File: src/rtl/fifo_width_serializer.sv
// fifo_width_serializer
//
// Purpose:
//   Sits downstream of a FIFO. It dequeues one wide word (inWidth bits) and
//   sends it on as ratio = inWidth/outWidth narrow beats, least significant
//   slice first, into the next stage's enqueue interface. When the next word is
//   already waiting, the serializer reloads on the final beat of the current
//   word. This lets consecutive words stream at one beat per cycle with no gap.
//
// Ports:
//   CLK         in   clock; all state updates on the rising edge
//   nRST        in   synchronous reset, active-low
//   inDeqEna    out  dequeue strobe to the upstream FIFO
//   inDeqRdy    in   upstream FIFO is non-empty
//   inFirst     in   upstream head word [inWidth]
//   inFirstRdy  in   head word valid (ANDed with inDeqRdy)
//   outEnqEna   out  beat enqueue strobe to the next stage
//   outEnqV     out  beat data [outWidth]
//   outEnqRdy   in   next stage can accept a beat
//   outEnqLast  out  final beat of a word (only with SERIALIZER_LAST_EN)
//
// Configuration:
//   SERIALIZER_LAST_EN  when defined, adds the outEnqLast port.

module fifo_width_serializer #(
  parameter int inWidth  = 128,
  parameter int outWidth = 32
) (
  input  logic                CLK,
  input  logic                nRST,
  output logic                inDeqEna,
  input  logic                inDeqRdy,
  input  logic [inWidth-1:0]  inFirst,
  input  logic                inFirstRdy,
  output logic                outEnqEna,
  output logic [outWidth-1:0] outEnqV,
  input  logic                outEnqRdy
`ifdef SERIALIZER_LAST_EN
  ,
  output logic                outEnqLast
`endif
);

  localparam int RATIO = inWidth / outWidth;
  localparam int CW    = (RATIO > 1) ? $clog2(RATIO) : 1;

  if ((inWidth % outWidth) != 0 || RATIO < 2) begin : g_bad_widths
    $error("fifo_width_serializer: inWidth must be a multiple of outWidth with ratio >= 2");
  end

  typedef enum logic {
    IDLE  = 1'b0,
    SHIFT = 1'b1
  } state_t;

  state_t              st, st_next;
  logic [inWidth-1:0]  sh, sh_next;
  logic [CW-1:0]       cnt, cnt_next;
  logic                avail;
  logic                last_beat;

  assign avail     = inDeqRdy & inFirstRdy;
  assign last_beat = (st == SHIFT) && (cnt == CW'(RATIO - 1));

  // The strobes are gated by nRST, so no handshake can complete during the
  // reset cycle. A dequeue in SHIFT only happens when the last beat actually
  // leaves. This reload path gives zero-bubble streaming between words.
  assign outEnqEna = nRST & (st == SHIFT) & outEnqRdy;
  assign inDeqEna  = nRST & avail & ((st == IDLE) | (last_beat & outEnqRdy));
  assign outEnqV   = nRST ? sh[outWidth-1:0] : '0;

`ifdef SERIALIZER_LAST_EN
  assign outEnqLast = nRST & last_beat;
`endif

  always_ff @(posedge CLK) begin
    if (!nRST) begin
      st  <= IDLE;
      sh  <= '0;
      cnt <= '0;
    end else begin
      st  <= st_next;
      sh  <= sh_next;
      cnt <= cnt_next;
    end
  end

  // A stall (outEnqRdy low) falls through with every register held.
  // On an accepted beat, the register shifts down and fills with zeros.
  // On the final beat, it reloads the next word if one is being dequeued;
  // otherwise it returns to IDLE.
  always_comb begin
    st_next  = st;
    sh_next  = sh;
    cnt_next = cnt;
    case (st)
      IDLE: begin
        if (inDeqEna) begin
          sh_next  = inFirst;
          cnt_next = '0;
          st_next  = SHIFT;
        end
      end
      SHIFT: begin
        if (outEnqEna) begin
          if (!last_beat) begin
            sh_next  = sh >> outWidth;
            cnt_next = cnt + 1'b1;
          end else if (inDeqEna) begin
            sh_next  = inFirst;
            cnt_next = '0;
          end else begin
            st_next  = IDLE;
            cnt_next = '0;
          end
        end
      end
      default: begin
        st_next  = IDLE;
        cnt_next = '0;
      end
    endcase
  end

endmodule

File: config.mk
export PLATFORM = sky130hd
export DESIGN_NAME = fifo_width_serializer
export DESIGN_NICKNAME = d
export VERILOG_FILES = /design/src/rtl/fifo_width_serializer.sv
export SDC_FILE = /design/constraint.sdc
export NUM_CORES = 1
export LEC_CHECK = 0
export CORE_UTILIZATION = 40
export DETAILED_ROUTE_END_ITERATION = 6
export PLACE_DENSITY_LB_ADDON = 0.25
export REMOVE_ABC_BUFFERS = 1
export SKIP_LAST_GASP = 1
export SLEW_MARGIN = 10
export SYNTH_ARGS = -nofsm -noshare
export SYNTH_HDL_FRONTEND = slang
export SYNTH_SLANG_ARGS = --single-unit
File: constraint.sdc
create_clock -name CLK -period 2.4 [get_ports CLK]
set_clock_uncertainty 0.1 [all_clocks]
set_input_delay 0.48 -clock CLK [delete_from_list [all_inputs] [get_ports CLK]]
set_output_delay 0.48 -clock CLK [all_outputs]
set_load 0.05 [all_outputs]
After elaboration in Yosys (flattened, before gate mapping)
Cells that the tools add are included.
{ "word_totals": {"ff_bits": 131, "in_bits": 133} }
{ "op_classes": {"n_addsub": 1, "eq_ne": 3, "mux": 13, "bitwise_logic": 8, "reduce_logical": 2} }
{ "ops": {"columns": ["operator", "count"], "rows": [
  ["two-way mux 128 bit", 3],
  ["case mux 128 bit (2 select lines)", 1],
  ["two-way mux 32 bit", 1],
  ["AND 1 bit", 6],
  ["two-way mux 2 bit", 3],
  ["inequality test 2 bit (second input constant)", 2],
  ["case mux 2 bit (2 select lines)", 1],
  ["two-way mux 1 bit", 3],
  ["adder 2 x 1 -> 2 bit (second input constant)", 1],
  ["equality test 2 bit (second input constant)", 1],
  ["case mux 1 bit (2 select lines)", 1],
  ["AND reduction 2 bit", 1],
  ["logical AND 1 bit", 1],
  ["inverter 1 bit", 1],
  ["OR 1 bit", 1]
]} }

Longest topological paths before layout
{ "logic_depth": {"ltp_word": 9, "mapped_depth": 8} }

Worst setup path after synthesis
OpenSTA, ideal clock, no wires.
{ "synth_timing": {"kind": "input -> output", "startpoint": "in outEnqRdy", "endpoint": "out inDeqEna", "arrival_time_ps": 1994, "setup_slack_ps": -174, "stages": 4, "path_buffers": 2, "path_cell_list": "buf_2 > a21boi_2 > clkbuf_1 > nor3_1"} }
{ "synth_between": {"elab_chain_len": 3} }
{ "synth_rtl": {"columns": ["item", "line_no", "text"], "rows": [
  ["start: declaration", "37", "input logic outEnqRdy"],
  ["AND 1 bit", "69", "assign inDeqEna = nRST & avail & ((st == IDLE) | (last_beat & outEnqRdy));"],
  ["OR 1 bit", "69", null],
  ["AND 1 bit", "69", null],
  ["end: declaration", "31", "output logic inDeqEna,"]
]} }
No other way between the ends.

Worst setup path after layout
{ "layout_timing": {"startpoint": "in inDeqRdy", "endpoint": "out inDeqEna"} }
{ "layout_between": {"elab_chain_len": 3} }
{ "layout_rtl": {"columns": ["item", "line_no", "text"], "rows": [
  ["start: declaration", "32", "input logic inDeqRdy,"],
  ["AND 1 bit", "62", "assign avail = inDeqRdy & inFirstRdy;"],
  ["AND 1 bit (2 in a row)", "69", null]
]} }
No other way between the ends.

==> PnR_summary.wiki <==
{| class="wikitable"
! Metric !! Value
|-
| Total power after layout || about 6300 uW
|-
| Worst Path Class, Setup || input pin to primary output
|-
| Hold_buf cts || 0
|-
| TritonCTS buffer count || 17
|-
| Slew of the pin with the lowest slew margin || approximately 0.47 ns
|-
| Number of buffers on the longest clock path || 2
|-
| Pin count of the biggest net entering global routing || 97
|-
| Grt total ovfl || 0
|-
| Smallest setup slack after layout || about 0.18 ns
|-
| Post-route DRC || 0
|-
| I/O pin count || 167
|-
| Die Width || 135.8 um
|-
| Sequential element share of the synthesized area || around 37%
|-
| Mean Syn Cell Area || approximately 8.3 um^2
|-
| Syn. warnings || 0
|-
| Die area || about 0.018 mm^2
|-
| Switching power summed over all nets || about 1600 uW
|-
| Post-synthesis cell count || 862
|-
| Rows || 48
|-
| Number of global-route vias before repair || 6,472
|-
| Leakage dissipation || ~0.0035 uW
|-
| Cell-internal power || approximately 4600 uW
|-
| CTS tree || yes
|-
| Combinational share of power || about a fifth
|-
| DRT Wirelength || ~20,000 um
|-
| Setup-violating endpoint count in the final report || 0
|-
| Worst IR drop on VDD || roughly 0.00051 V
|-
| Worst slack at placement || around 0.019 ns
|-
| Routability Congestion || 0.7495
|-
| Highest achievable clock rate || 450.4 MHz
|-
| Flip-flop cell with the highest count after synthesis || sky130_fd_sc_hd__dfxtp_1
|-
| Tightest slew margin relative to the limit || about two thirds
|-
| Number of failing hold endpoints at the final stage || 0
|-
| Clk pwr share || between 40 and 50%
|-
| Number of clock sinks seen by CTS || about 130
|-
| Max-cap violations || 0
|-
| Via count || ~6.8k
|-
| Run status || finished, final reports clean
|-
| Insertion delay to the later sink of the worst-skew pair || approximately 0.41 ns
|-
| Sequential group share of total power || 39.6%
|-
| Area of the core || between 0.015 and 0.02 mm^2
|-
| Proportion of synthesized flip-flops having asynchronous set or reset || 0%
|-
| Cell at the root of the clock tree || sky130_fd_sc_hd__clkbuf_16
|-
| Area Growth Syn to Fin || 39.31%
|-
| CTS clock-pin slew for the worst setup and hold paths || approximately 0.060 ns
|-
| Ratio of routed vias to standard cells || approximately 5.7
|-
| Proportion of layout cells with a drive suffix above 1 || between 10% and 20%
|-
| Number of nets in the layout || about 1.1k
|-
| Post-detail-place hpwl || around 12,000 um
|-
| Antenna violations before repair || 0
|-
| Initial core utilization || about two fifths
|-
| Router iterations before antenna repair || 4
|-
| Netlist area before placement || ~0.007 mm^2
|-
| Shortest clock period the worst path allows after layout || between 2 and 2.5 ns
|-
| Number of synthesized flops with an enable pin || 0
|-
| Hold Slack || 0.3568 ns
|-
| Antenna violation net count after detailed routing || 0
|-
| Depth of the worst register-to-register path || 6
|-
| Arrival time of data at the critical path endpoint || about 1.6 ns
|-
| Synth unique cells || 29
|-
| Number of storage elements in the synthesis netlist || between 100 and 150
|-
| Capturing element type of the critical path || primary output
|-
| Worst hold path type || flip-flop to flip-flop
|-
| Antenna diode count || 0
|-
| Number of pins with negative max-slew slack in the final report || 0
|-
| Highest net fanout along the worst path || 4
|-
| Global-route wire length before repair || approximately 32,000 um
|-
| Crit share post-route || 92.51%
|-
| Hold Path Depth || 2
|-
| Switching share of power || approximately a quarter
|-
| Total power divided by cell area || ~630 mW/mm^2
|-
| Starting DRT DRC Count || approximately 310
|-
| Data required time of the critical path || 1.82 ns
|-
| Category of the worst setup path launch point || input pin
|-
| Overall die height || 135.8 um
|-
| Total global routing track utilization || between 20 and 25%
|-
| CTS H-tree lvls || 4
|-
| Count of input and output buffers || between 150 and 200
|-
| RSZ-0062 raised after global routing || no
|-
| Per-cell routed wire length || approximately 17 um
|}
area by class of cell:
cell class,count,area (um^2)
multi-input combinational,595,4023
sequential,131,2626
timing repair buffer,195,2352
inverter,33,123.9
clock buffer,25,495.5
fill,1632,7440
clock inverter,5,75.07
tap,225,281.5
flip-flops by register name, indices dropped and copies added, names as in the netlist:
register,flops
cnt,2
st,1
sh,128
Yosys cell counts (2+ instances only):
library cell	instances	area share, %
sky130_fd_sc_hd__a21oi_1	4	0.28
sky130_fd_sc_hd__and2_1	33	2.9
sky130_fd_sc_hd__and3_1	2	0.17
sky130_fd_sc_hd__buf_1	8	0.42
sky130_fd_sc_hd__buf_2	13	0.91
sky130_fd_sc_hd__buf_6	5	0.79
sky130_fd_sc_hd__clkbuf_1	77	4.0
sky130_fd_sc_hd__dfxtp_1	131	37
sky130_fd_sc_hd__inv_1	32	1.7
sky130_fd_sc_hd__nand2b_1	2	0.17
sky130_fd_sc_hd__nand3_1	33	2.3
sky130_fd_sc_hd__nor2_1	95	5.0
sky130_fd_sc_hd__nor3_1	2	0.14
sky130_fd_sc_hd__nor3b_1	96	10
sky130_fd_sc_hd__o2111a_1	95	15
sky130_fd_sc_hd__o21ai_0	96	6.7
sky130_fd_sc_hd__o31ai_1	32	3.4
sky130_fd_sc_hd__or3_1	95	8.3
critical path: stages:
cell,delay [ns]
sky130_fd_sc_hd__clkdlybuf4s50_1,0.56
sky130_fd_sc_hd__nand2_2,0.14
sky130_fd_sc_hd__nor3_2,0.28
sky130_fd_sc_hd__buf_12,0.18
final timing paths:
path / startpoint / endpoint / slack (ns)
max: inDeqRdy / inDeqEna / 0.18
min: sh[125]$_SDFFE_PN0P_ / sh[125]$_SDFFE_PN0P_ / 0.36
max reg2reg: cnt[0]$_SDFFE_PN0P_ / sh[100]$_SDFFE_PN0P_ / 0.51
min reg2reg: sh[125]$_SDFFE_PN0P_ / sh[125]$_SDFFE_PN0P_ / 0.36
kinds of logic after synthesis:
group / Yosys count / share of synthesized area [%]
and+or+nand+nor: 361 / 29.28
AOI/OAI and AO/OA: 232 / 25.91
buffers and inverters: 136 / 7.879
DFF: 131 / 36.62
muxes: 1 / 0.1398
adders and majority gates: 1 / 0.1747
per-stage QoR:
| step | setup TNS [ns] | area (um^2) | cells | utilization (%) |
|---|---|---|---|---|
| 6_report | 0 | 9977 | 1209 | 57.28 |
| 5_1_grt | 0 | 9977 | 1209 | 57.28 |
| 3_5_place_dp | 0 | 9402 | 1179 | 53.98 |
| 3_3_place_gp | 0 | 9402 | 1179 | 53.98 |
| 2_1_floorplan | -204.84 | 6721 | 759 | - |
| 4_1_cts | 0 | 9977 | 1209 | 57.28 |
power by group through the flow:
stage / logic, uW / clock network (uW) / registers [uW]
2_1_floorplan: 611 / 0 / 2510
3_3_place_gp: 1250 / 0 / 2520
3_5_place_dp: 1260 / 0 / 2530
4_1_cts: 1270 / 2600 / 2480
5_1_grt: 1370 / 2680 / 2510
6_report: 1260 / 2530 / 2490
per-layer routing:
metal	vias to the layer above	track usage [%]	share of wire, %
met2	178	36.20	47
li1	3392	-	-
met1	3244	28.53	45
met3	22	4.698	5.5
met4	0	7.803	1.8
met5	-	0	0
cells in the final DEF (no fill, tap or decap), types with 2 or more instances in the layout:
cell type | synthesis | final
sky130_fd_sc_hd__and3_1 | 2 | 2
sky130_fd_sc_hd__inv_1 | 32 | 32
sky130_fd_sc_hd__a21oi_1 | 4 | 3
sky130_fd_sc_hd__or3_1 | 95 | 95
sky130_fd_sc_hd__bufinv_16 | 0 | 2
sky130_fd_sc_hd__buf_4 | 0 | 20
sky130_fd_sc_hd__clkdlybuf4s50_1 | 0 | 130
sky130_fd_sc_hd__buf_12 | 0 | 45
sky130_fd_sc_hd__clkinv_2 | 0 | 3
sky130_fd_sc_hd__dfxtp_1 | 131 | 130
sky130_fd_sc_hd__nand3_1 | 33 | 33
sky130_fd_sc_hd__clkbuf_8 | 0 | 4
sky130_fd_sc_hd__o21ai_0 | 96 | 96
sky130_fd_sc_hd__o2111a_1 | 95 | 95
sky130_fd_sc_hd__o31ai_1 | 32 | 32
sky130_fd_sc_hd__clkbuf_1 | 77 | 4
sky130_fd_sc_hd__clkbuf_16 | 0 | 17
sky130_fd_sc_hd__nand2b_1 | 2 | 2
sky130_fd_sc_hd__nor2_1 | 95 | 95
sky130_fd_sc_hd__nor3b_1 | 96 | 96
sky130_fd_sc_hd__and2_1 | 33 | 33
timing repair:
action                     CTS  global route
setup endpoints to repair    1             0
resized for setup            1             0
buffers inserted             0             0
Note: power is estimated with default switching activity, not from simulation.
==> patch: new RTL, same settings <==
Reset style: asynchronous (`nRST`), changed in one clocked block. Comments in the files are not updated.
--- a/src/rtl/fifo_width_serializer.sv
+++ b/src/rtl/fifo_width_serializer.sv
@@ -73,7 +73,7 @@
   assign outEnqLast = nRST & last_beat;
 `endif
 
-  always_ff @(posedge CLK) begin
+  always_ff @(posedge CLK or negedge nRST) begin
     if (!nRST) begin
       st  <= IDLE;
       sh  <= '0;
Behaviour: no difference found for any inputs over 4 cycles, from zero or initial values and one cycle with nRST low; that may be too few to reach the edited logic, so the function may still have changed.
==> patch against the unedited design <==
  * Die area is 22% lower
  * Sequential cell count unchanged
  * Wire length is 26% lower
  * Synthesized cell count fell by 28%
  * Setup slack got worse by 55 ps
  * Synthesized area is 22% lower
  * First-iteration DRC count grew 25%
  * Sequential share of layout area rose by 12 points
  * Cell count fell by 20%
  * Fmax is 2.4% lower
  * Register-to-register slack worse by 150 ps
  * Final area decreased by 14%
Power is not compared: it rests on default switching activity, and its combinational part moved more than twofold at a synthesized area within 25%.
==> patch: results (changes against the unedited design) <==
crit path from outEnqRdy (was inDeqRdy); Root Buffer clkbuf_16 (unchanged); reg2reg path depth 6 (unchanged); Synth warnings 0 (unchanged); Switching Share 32.1%; Async S/R FF share, synth 100% (was 0%); layout cells sized above 1 11.5% (was 10.2%); Nets 912 (was 1,107); Total GRT Usage 21.5% (was 22.1%); cell family with most CP delay buffers and inverters (unchanged); Reg2Reg Setup Slack 360 ps (was 510 ps); 1st-iter DRT viols 393 (was 314); Slew @ Worst Pin 641 ps (was 474 ps); run status finished clean (unchanged); RePlAce Congestion 0.781 (was 0.750); clk_lat worst skew 410 ps (about the same); VDD IR max 0.000543 V; CP Data Arrival Time 1700 ps (was 1640 ps); 1st-pass router iterations 4 (unchanged); Commonest cells post-synth nor2_1, dfrtp_1, o22ai_1 (was dfxtp_1, nor3b_1, o21ai_0); Worst Hold Class in2async (was reg2reg); CTS Buf Count 17 (unchanged); DR WL/cell 15.4 um (was 16.6 um); R2R Path End sh[22] (was sh[100]); Detailed Place HPWL 9670 um (was 11,900 um); initial antenna violation count 1 (was 0); post-synthesis sequential area ratio 58.6% (was 36.6%); placed inst area 7840 um2 (was 9400 um2); FF-to-FF Start cnt[0] (unchanged); vias in the first global route 5,048 (was 6,472); Critical Path Fanout Max 6 (was 4); vias per inst 5.24 (was 5.65); Distinct cells, synth 24 (was 29); Critical Path Max Stage Delay 580 ps (was 560 ps); top post-synthesis cells by area dfrtp_1, nor2_1, o22ai_1 (was dfxtp_1, o2111a_1, nor3b_1); first-pass GRT wire length 24,100 um (was 32,400 um); PortBufs 166 (unchanged); largest net degree at the start of global routing 83 (was 97)
## patch: cell types whose count changed after synthesis, sizes merged, moves of 32 or more
cell,unedited run,this run
clkbuf,77,19
dfrtp,0,131
dfxtp,131,0
nand2,1,73
nor2,95,190
nor3b,96,0
o2111a,95,0
o21ai,96,0
o22ai,1,95
o31ai,32,0
or3,95,0
## patch: kinds of logic after synthesis
group	Yosys count	share of synthesized area, %
simple gates	303	22.1
compound gates	133	14.5
flops	131	58.6
buf+inv	50	4.36
mux	1	0.179
fa+ha+maj	1	0.224
## patch: stage by stage
stage	setup slack, ps	hold WS [ps]	TNS (ps)	instances	power, W
2_1_floorplan	-2730	84.4	-279730	572	0.00545
3_3_place_gp	144	241	0	934	0.00670
3_5_place_dp	62.9	241	0	934	0.00687
4_1_cts	58.3	0.619	0	967	0.00988
5_1_grt	21.3	14.3	0	967	0.0104
6_report	125	16.3	0	968	0.00982
## patch: layout make-up
class / count / area [um2]
Antenna cell: 1 / 2.50
Clock buffer: 23 / 488
Clock inverter: 9 / 198
Fill cell: 1124 / 4910
Inverter: 3 / 11.3
Multi-Input combinational cell: 438 / 2110
Sequential cell: 131 / 3280
Tap cell: 176 / 220
Timing Repair Buffer: 187 / 2240
## patch: how the worst max path moves through the flow
stage / cells after the start / end
after floorplan: 6 / sh[93]
after global placement: 6 / sh[8]
after detailed placement: 6 / sh[74]
after CTS: 5 / inDeqEna
after global routing: 5 / inDeqEna
final: 5 / inDeqEna
## patch: what timing repair did
item / in CTS / in global routing
resized for setup: 0 / 1
setup endpoints to repair: 0 / 1
buffers inserted: 0 / 0
endpoints found under the hold margin: 10 / 0
hold buffers: 1 / 0
## patch: worst reg2reg max path: stages, from the launching register on
cell	delay, ps
dfrtp_1	410
ha_2	240
nand2b_1	210
a221oi_4	330
buf_4	390
o22ai_1	160
nor2_1	120
## patch: power by group through the flow
stage                     Clock [W]  Sequential (W)  Combinational, W
final                       0.00297         0.00362           0.00322
after global routing        0.00312         0.00373           0.00354
after CTS                   0.00302         0.00362           0.00325
after detailed placement          0         0.00364           0.00323
after global placement            0         0.00359           0.00311
after floorplan                   0         0.00351           0.00194
## patch: per-layer routing
metal | track usage [%] | wire, um
met5 | 0 | 0
met4 | 9.03 | 274
met3 | 5.24 | 936
met2 | 34.3 | 7220
met1 | 28.0 | 6470
